`config.mk`:
```
export PLATFORM = sky130hd
export DESIGN_NAME = hash_msg_feeder
export DESIGN_NICKNAME = d
export VERILOG_FILES = /design/src/rtl/hash_feeder_pkg.sv /design/src/rtl/byte_fifo.sv /design/src/rtl/hash_msg_feeder.sv
export SDC_FILE = /design/constraint.sdc
export NUM_CORES = 1
export LEC_CHECK = 0
export ABC_AREA = 1
export CORE_MARGIN = 2
export CORE_UTILIZATION = 40
export CTS_BUF_LIST = sky130_fd_sc_hd__clkbuf_8
export CTS_CLUSTER_DIAMETER = 80
export CTS_CLUSTER_SIZE = 12
export DETAILED_ROUTE_END_ITERATION = 12
export MAX_ROUTING_LAYER = met4
export PLACE_DENSITY = 0.65
export SLEW_MARGIN = 5
export SYNTH_ARGS = -nofsm -noshare
export SYNTH_HDL_FRONTEND = slang
export SYNTH_SLANG_ARGS = --single-unit
```
`constraint.sdc`:
```
create_clock -name clk -period 8.9 [get_ports clk]
set_input_delay 1.78 -clock clk [delete_from_list [all_inputs] [get_ports clk]]
set_output_delay 1.78 -clock clk [all_outputs]
set_load 0.005 [all_outputs]
```
`src/rtl/hash_feeder_pkg.sv`:
```
// Shared FSM state encoding and default sizing for the hash message feeder.
// Defaults: 16-byte FIFO, one idle cycle between byte strobes, 1024-cycle digest timeout.
package hash_feeder_pkg;

  localparam int DEPTH_DEF   = 16;
  localparam int GAP_DEF     = 1;
  localparam int TIMEOUT_DEF = 1024;

  typedef enum logic [2:0] {
    ST_IDLE,
    ST_FEED,
    ST_GAP,
    ST_WAIT,
    ST_DONE
  } state_t;

endpackage

```
`src/rtl/byte_fifo.sv`:
```
// DEPTH x 8 synchronous FIFO with registered full/empty; head byte is readable without popping.
// Writes are dropped while full; reads are ignored while empty; push+pop together keeps occupancy.
module byte_fifo #(
  parameter int DEPTH = 16
) (
  input  logic       clk,
  input  logic       rst,
  input  logic       wr_vld,
  input  logic [7:0] wr_dat,
  input  logic       rd_vld,
  output logic [7:0] rd_dat,
  output logic       full,
  output logic       empty
);

  localparam int AW = $clog2(DEPTH);
  localparam logic [AW:0] FULL_CNT = (AW+1)'(DEPTH);

  logic [7:0]    mem [DEPTH];
  logic [AW-1:0] wr_ptr;
  logic [AW-1:0] rd_ptr;
  logic [AW:0]   count;
  logic [AW:0]   count_nxt;
  logic          do_wr;
  logic          do_rd;

  assign do_wr  = wr_vld && !full;
  assign do_rd  = rd_vld && !empty;
  assign rd_dat = mem[rd_ptr];

  always_comb begin
    count_nxt = count;
    case ({do_wr, do_rd})
      2'b10:   count_nxt = count + 1'b1;
      2'b01:   count_nxt = count - 1'b1;
      default: count_nxt = count;
    endcase
  end

  always_ff @(posedge clk or posedge rst) begin
    if (rst) begin
      wr_ptr <= '0;
      rd_ptr <= '0;
      count  <= '0;
      full   <= 1'b0;
      empty  <= 1'b1;
    end else begin
      if (do_wr) wr_ptr <= wr_ptr + 1'b1;
      if (do_rd) rd_ptr <= rd_ptr + 1'b1;
      count <= count_nxt;
      full  <= (count_nxt == FULL_CNT);
      empty <= (count_nxt == '0);
    end
  end

  // Storage carries no reset; validity is tracked entirely by the pointers.
  always_ff @(posedge clk) begin
    if (do_wr) mem[wr_ptr] <= wr_dat;
  end

endmodule

```
`src/rtl/hash_msg_feeder.sv`:
```
// Streams a buffered message byte-by-byte into a hash core, then captures and compares its digest.
// One M_valid pulse per byte followed by GAP idle cycles; stalls while the FIFO is empty.
module hash_msg_feeder
  import hash_feeder_pkg::*;
#(
  parameter int DEPTH   = DEPTH_DEF,
  parameter int GAP     = GAP_DEF,
  parameter int TIMEOUT = TIMEOUT_DEF
) (
  input  logic        clk,
  input  logic        rst,
  input  logic        in_valid,
  input  logic [7:0]  in_byte,
  output logic        in_ready,
  input  logic        start,
  input  logic [63:0] msg_len,
  input  logic [31:0] exp_digest,
  output logic        M_valid,
  output logic [7:0]  M,
  output logic [63:0] C_in,
  input  logic        hash_ready,
  input  logic [31:0] digest,
  output logic        busy,
  output logic        done,
  output logic [31:0] digest_out,
  output logic        match,
  output logic        err
);

  localparam logic [31:0] GAP_LAST = 32'(GAP - 1);
  localparam logic [31:0] TMO_LAST = 32'(TIMEOUT - 1);

  state_t      state;
  logic [63:0] byte_cnt;
  logic [31:0] gap_cnt;
  logic [31:0] tmo_cnt;
  logic [31:0] exp_q;
  logic [7:0]  fifo_head;
  logic        fifo_full;
  logic        fifo_empty;
  logic        pop;

  assign in_ready = !fifo_full;
  assign pop      = (state == ST_FEED) && !fifo_empty;

  byte_fifo #(.DEPTH(DEPTH)) u_fifo (
    .clk    (clk),
    .rst    (rst),
    .wr_vld (in_valid),
    .wr_dat (in_byte),
    .rd_vld (pop),
    .rd_dat (fifo_head),
    .full   (fifo_full),
    .empty  (fifo_empty)
  );

  always_ff @(posedge clk or posedge rst) begin
    if (rst) begin
      state      <= ST_IDLE;
      byte_cnt   <= '0;
      gap_cnt    <= '0;
      tmo_cnt    <= '0;
      exp_q      <= '0;
      C_in       <= '0;
      M_valid    <= 1'b0;
      M          <= '0;
      busy       <= 1'b0;
      done       <= 1'b0;
      digest_out <= '0;
      match      <= 1'b0;
      err        <= 1'b0;
    end else begin
      M_valid <= 1'b0;
      M       <= '0;
      done    <= 1'b0;
      case (state)
        ST_IDLE: begin
          if (start) begin
            busy <= 1'b1;
            if (msg_len != '0) begin
              C_in     <= msg_len;
              exp_q    <= exp_digest;
              byte_cnt <= '0;
              tmo_cnt  <= '0;
              match    <= 1'b0;
              err      <= 1'b0;
              state    <= ST_FEED;
            end else begin
              done  <= 1'b1;
              err   <= 1'b1;
              match <= 1'b0;
              state <= ST_DONE;
            end
          end
        end
        ST_FEED: begin
          if (!fifo_empty) begin
            M_valid  <= 1'b1;
            M        <= fifo_head;
            byte_cnt <= byte_cnt + 64'd1;
            gap_cnt  <= '0;
            // A zero gap skips the idle state and decides the next step here.
            if (GAP == 0) state <= (byte_cnt + 64'd1 == C_in) ? ST_WAIT : ST_FEED;
            else          state <= ST_GAP;
          end
        end
        ST_GAP: begin
          if (gap_cnt == GAP_LAST) state <= (byte_cnt == C_in) ? ST_WAIT : ST_FEED;
          else                     gap_cnt <= gap_cnt + 32'd1;
        end
        ST_WAIT: begin
          tmo_cnt <= tmo_cnt + 32'd1;
          if (hash_ready) begin
            digest_out <= digest;
            match      <= (digest == exp_q);
            err        <= 1'b0;
            done       <= 1'b1;
            state      <= ST_DONE;
          end else if (tmo_cnt == TMO_LAST) begin
            match <= 1'b0;
            err   <= 1'b1;
            done  <= 1'b1;
            state <= ST_DONE;
          end
        end
        ST_DONE: begin
          busy  <= 1'b0;
          match <= 1'b0;
          err   <= 1'b0;
          state <= ST_IDLE;
        end
        default: begin
          busy  <= 1'b0;
          state <= ST_IDLE;
        end
      endcase
    end
  end

endmodule

```
== Yosys cells after proc, flatten, opt, wreduce, memory -nomap -nowiden ==
Memories as Yosys holds them, arrays and structs flattened.
Cells that the tools add are included.

* Add/subtract/negate cells: 7
* Bitwise logic cells: 1
* Muxes and demuxes: 40
* Multiply operators: 0
* Reductions and logical operators: 22
* Equality and inequality tests: 16
* $lt $le $gt $ge: 0
* Div/mod/pow operators: 0
* Shift-type cells: 0

{| class="wikitable"
|+ Operator list
! operator !! number
|-
| 2-to-1 mux 64 bit || 3
|-
| 2-to-1 mux 32 bit || 4
|-
| one-hot mux 32 bit (2 select lines) || 2
|-
| one-hot mux 64 bit (2 select lines) || 1
|-
| adder 32 x 1 -> 32 bit, second input constant || 2
|-
| adder 64 x 1 -> 64 bit, second input constant || 1
|-
| equality test 64 bit || 1
|-
| nonzero test 64 bit || 1
|-
| equality test 32 x 10 -> 1 bit, second input constant || 1
|-
| equality test 32 bit || 1
|-
| zero test 32 bit || 1
|-
| 2-to-1 mux 3 bit || 6
|-
| 2-to-1 mux 8 bit || 2
|-
| 2-to-1 mux 1 bit || 15
|-
| one-hot mux 3 bit (4 select lines) || 1
|-
| AND reduction 3 bit || 4
|-
| inequality test 2 bit, second input constant || 5
|-
| one-hot mux 5 bit (2 select lines) || 1
|-
| adder 4 x 1 -> 4 bit, second input constant || 2
|-
| AND reduction 4 bit || 2
|-
| equality test 3 x 2 -> 1 bit, second input constant || 2
|-
| one-hot mux 1 bit (3 select lines) || 2
|-
| nonzero test 2 bit || 3
|-
| adder 5 x 1 -> 5 bit, second input constant || 1
|-
| other kinds (17) || 22
|}

* Word-level logic and storage cells: 105
* Bits in latches: 0
* Output and inout port bits: 110
* Memories: 1
* Bits in read-only memories: 0
* Register bits: 287
* Input port bits: 141
* RAM bits: 128

{| class="wikitable"
|+ Memories
! name !! depth !! width !! rd ports !! clocked after memory_dff !! write ports !! line !! RTL
|-
| u_fifo.mem || 16 || 8 || 1 || 0 || 1 || byte_fifo.sv:19 || <nowiki>logic [7:0] mem [DEPTH];</nowiki>
|}

== Logic depth before layout (Yosys ltp) ==
* Depth in word-level cells: 6
* Gate-level depth with buffers: 15
* Mapped depth without buffers: 15

== By module ==
From an unflattened synthesis, not the netlist that was laid out.

* Cell total of the unflattened synthesis: 2,673
* Area total of the unflattened synthesis: 21,869.7 um^2

{| class="wikitable"
|+ By module, submodules not included
! module !! instances !! area an instance (um^2) !! cells each !! seq. area each (um^2)
|-
| hash_msg_feeder || 1 || 15,818.9 || 2,211 || 6,806.5
|-
| byte_fifo || 1 || 6,050.8 || 462 || 4,220.3
|}

== Worst setup path before layout ==
No wires, ideal clock.

* Kind: input-to-reg
* Start: input in_valid
* End: register u_fifo.full
* Arrival time: 3.204 ns
* Setup time: 0.071 ns
* Data required time: 8.829 ns
* Stages: 11
* Buffers on the path: 0
* Setup slack: 5.624 ns
* Cell sequence: nand2_1 nand4_1 nand2_1 nand2_1 ha_1 nand2_1 o21ai_0 or2_2 nor2_1 nand3_1 nor2_1

* Cells in the longest elaborated chain, start to end: 4
* Elaborated cells on any way between the ends: 5
* Those cells by class: 3 x eq/ne; 1 x mux; 1 x reduce/logical

{| class="wikitable"
|+ Ends and longest elaborated chain
! element !! line !! RTL
|-
| start, declared || hash_msg_feeder.sv:12 || <nowiki>input logic in_valid,</nowiki>
|-
| logical AND 1 bit (*) || byte_fifo.sv:27 || <nowiki>assign do_wr = wr_vld && !full;</nowiki>
|-
| equality test 2 x 1 -> 1 bit or equality test 2 bit (tied branches) || byte_fifo.sv:33 || <nowiki>case ({do_wr, do_rd})</nowiki>
|-
| one-hot mux 5 bit (2 select lines) (*) || byte_fifo.sv:33 ||
|-
| named net u_fifo.count_nxt[1] || byte_fifo.sv:23 || <nowiki>logic [AW:0] count_nxt;</nowiki>
|-
| equality test 5 bit (*) || byte_fifo.sv:51 || <nowiki>full <= (count_nxt == FULL_CNT);</nowiki>
|-
| end signal, assigned || byte_fifo.sv:51 ||
|-
| end, declared || byte_fifo.sv:12 || <nowiki>output logic full,</nowiki>
|}

Mark *: on every way through the listed nets, which the timed path passes. The rest lies on a longest branch.
A chain may end at the register's enable or synchronous reset.

== Worst setup path in the final report ==
* Start: input msg_len[53]
* End: register exp_q[9]

* Cells in the longest elaborated chain, start to end: 2

{| class="wikitable"
|+ Ends and longest elaborated chain
! element !! line !! RTL
|-
| start, declared || hash_msg_feeder.sv:16 || <nowiki>input logic [63:0] msg_len,</nowiki>
|-
| nonzero test 64 bit || hash_msg_feeder.sv:80 || <nowiki>if (msg_len != '0) begin</nowiki>
|-
| AND reduction 3 bit (no source line) || -- ||
|-
| end signal, assigned || hash_msg_feeder.sv:82 || <nowiki>exp_q <= exp_digest;</nowiki>
|-
| end, declared || hash_msg_feeder.sv:37 || <nowiki>logic [31:0] exp_q;</nowiki>
|}

Every way passes these cells.

==> impl_metrics.py <==
metrics = {
    "synth": {
        "yosys-top-cells-area": "dfrtp_1 34%, edfxtp_1 18%, nand2_1 11%",
        "ys_async_sr_fraction": 0.692,
        "syn-instance-count": 2454,
        "yosysTopAreaCell": "dfrtp_1",
        "ys_warn_count": 0,
        "synthDistinctLibCells": 41,
        "ys.flop_type": "dfrtp_1",
        "syn_area_um2": 21200,
        "yosys.area.top_type_share": 0.337,
        "ys_seq_elements": 415,
        "synth_enable_flop_cells": 128,
        "synth_nets": 2606,
        "syn_area_per_cell_um2": 8.65,
        "yosysSeqAreaShare": 0.519,
    },
    "finish": {
        "final_cell_mix": "645 x nand2_1, 285 x dfrtp_1, 250 x clkdlybuf4s50_1, 222 x nor2_1, 221 x inv_1",
        "area_growth_pct": 17.9,
        "layout_commonest_cell": "nand2_1",
        "insertedDiodeCount": 0,
        "final_area_um2": 25000,
        "drive_above_1_share": 0.0524,
        "final_nets": 2820,
        "fillCellCount": 5065,
    },
    "grt": {
        "grt_max_degree": 100,
        "antenna_found_initial": 1,
        "grtUsageTotal": 0.236,
        "grt_overflow": 0,
        "grt_pass1_wl_um": 96800,
        "grt_pass1_vias": 17000,
    },
    "worst_setup_path": {
        "critPathKind": "primary input to register",
        "ff2ff_setup_slack_ns": 5.39,
        "endpoint_kind": "register",
        "crit_top_cell": "nand2_1",
        "crit_chain": "clkdlybuf4s50_1, nor4_1, nand3_1, nor2_1, nand2_1, nand2_4, inv_2, buf_4, nand2_1, o21ai_0",
        "cp.required_ns": 9.39,
        "ff2ff_path_depth": 11,
        "cp-start-kind": "primary input",
        "critPathSlowestCell": "nor4_1",
        "max_stage_delay_ns": 1.01,
        "path_max_fanout": 63,
        "cp.arrival_ns": 5.60,
    },
    "clock_network": {
        "numCtsBuffers": 41,
        "clk_latency_ns": 0.64,
        "cts_tree": "built",
        "clkTransAtPathRegs_ns": 0.08,
        "cts_hold_buf": 0,
        "htreeDepth": 2,
        "cts_sinks": 415,
        "clock_path_buffers": 3,
        "cts_setup_buffers": 0,
        "cts_resized": 0,
        "clockRootBuffer": "clkbuf_8",
    },
    "timing": {
        "hold_viol": 0,
        "period_needed_ns": 5.11,
        "worst_pin_slew_ns": 1.23,
        "clock_skew_ns": 0.0156,
        "fin_setup_tns_ns": 0,
        "slew_headroom": 0.170,
        "rsz0062_at_grt": "no",
        "setup-violations-final": 0,
        "post-route-period-util": 0.574,
        "fmax_mhz": 196,
        "finalMaxSlewViolations": 0,
    },
    "power_and_ir_drop": {
        "powerDensity_nw_per_um2": 251,
        "p_leak_nw": 10.0,
        "swShare": 0.389,
        "total_power_mw": 6.29,
        "p_clk_frac": 0.184,
        "comb_power_share": 0.362,
        "sequentialPowerShare": 0.454,
        "irDropWorstVdd_mv": 0.169,
        "p_switching_mw": 2.44,
        "intPower_mw": 3.84,
    },
    "worst_hold_path": {
        "worstHoldPathCells": 2,
        "worst_hold_path_type": "register to register",
    },
    "place": {
        "dpl.hpwl_um": 46200,
        "port_buffers": 250,
        "gp_congestion": 0.935,
        "place_area_um2": 24300,
    },
    "route": {
        "antenna_left": 0,
        "routedWlPerCell_um": 18.7,
        "route.detailed.drc": 0,
        "wl_um": 63000,
        "dr.pass1.iters": 5,
        "drtIter0Drc": 1553,
        "vias": 17600,
        "viasPerCell": 5.20,
    },
    "floorplan": {
        "num_io_pins": 251,
        "dieWidth_um": 234,
        "core_area_um2": 52600,
        "rows": 84,
        "die_y_um": 234,
        "die_area_um2": 55000,
        "initial_core_util": 0.404,
    },
    "run": {
        "cap_violations": 0,
    },
    "outcome": {
        "status": "finished clean",
    },
}
[critical path: cells and delay by family]
kind	cells	cell delay (ns)
buf+inv	3	1.19
simple gates	6	2.46
compound gates	1	0.09
[cell type report]
| cell class | instances | area, µm² | share of cell area |
|---|---|---|---|
| Multi-Input combinational cell | 1729 | 8990 | 0.359 |
| Tap cell | 688 | 861 | 0.0344 |
| Sequential cell | 415 | 11000 | 0.441 |
| Clock buffer | 45 | 619 | 0.0247 |
| Timing Repair Buffer | 263 | 2610 | 0.104 |
| Clock inverter | 19 | 101 | 0.00405 |
| Inverter | 218 | 822 | 0.0328 |
[logic make-up (layout without fill, tap and decap cells)]
kind of cell,after synthesis,in the layout,synth area share
XOR/XNOR,172,172,0.0709
buffers and inverters,310,545,0.0581
flip-flops,415,415,0.519
AO/OA/AOI/OAI,293,293,0.0732
multiplexers,61,61,0.0305
AND/OR/NAND/NOR,1192,1192,0.242
adder cells (fa/ha/maj),11,11,0.00648
[synth_stat cells, types with 36 or more instances]
| library cell | count |
|---|---|
| xor2_1 | 93 |
| o21ai_1 | 36 |
| dfrtp_1 | 286 |
| nand2_1 | 645 |
| o21ai_0 | 154 |
| clkbuf_1 | 50 |
| nand4_1 | 78 |
| nor3_1 | 61 |
| edfxtp_1 | 128 |
| xnor2_1 | 79 |
| inv_1 | 208 |
| nand3_1 | 118 |
| a21oi_1 | 53 |
| nor2_1 | 222 |
[worst paths after layout]
path                        startpoint            end
setup / recovery           msg_len[53]       exp_q[9]
hold reg to reg                    err            err
min in group asynchronous          rst       C_in[17]
max in group asynchronous          rst  digest_out[3]
setup reg to reg              state[1]   byte_cnt[59]
hold / removal                     err            err
[metrics by stage]
stage          hold slack [ns]  setup WS (ns)   util  cells
2_1_floorplan            0.468           3.32      -   2454
3_3_place_gp             0.469           3.28  0.463   3313
3_5_place_dp             0.473           3.22  0.463   3313
4_1_cts                  0.499           3.91  0.476   3377
5_1_grt                  0.523           3.75  0.476   3377
6_report                 0.486           3.79  0.476   3377
[sequential cells by signal, indices dropped and copies added, names as in the netlist, 3 cells and up]
name / cells
gap_cnt: 32
u_fifo.wr_ptr: 4
tmo_cnt: 32
state: 3
M: 8
u_fifo.mem: 128
digest_out: 32
C_in: 64
exp_q: 32
u_fifo.rd_ptr: 4
byte_cnt: 64
u_fifo.count: 5
[power groups by stage]
stage / Combinational, mW / Clock (mW) / Sequential [mW]
final: 2.28 / 1.16 / 2.85
after global routing: 2.53 / 1.26 / 2.91
after CTS: 2.30 / 1.20 / 2.85
after detailed placement: 2.29 / 0 / 2.89
after global placement: 2.24 / 0 / 2.88
after floorplan: 1.44 / 0 / 2.67
[layer usage]
metal / vias to the layer above / wire, µm / global-route usage
li1: 8496 / - / -
met1: 8351 / 28600 / 0.326
met2: 629 / 27300 / 0.347
met3: 89 / 5780 / 0.0623
met4: 0 / 1320 / 0.0566
met5: - / 0 / -
(Power assumes the default switching activity.)
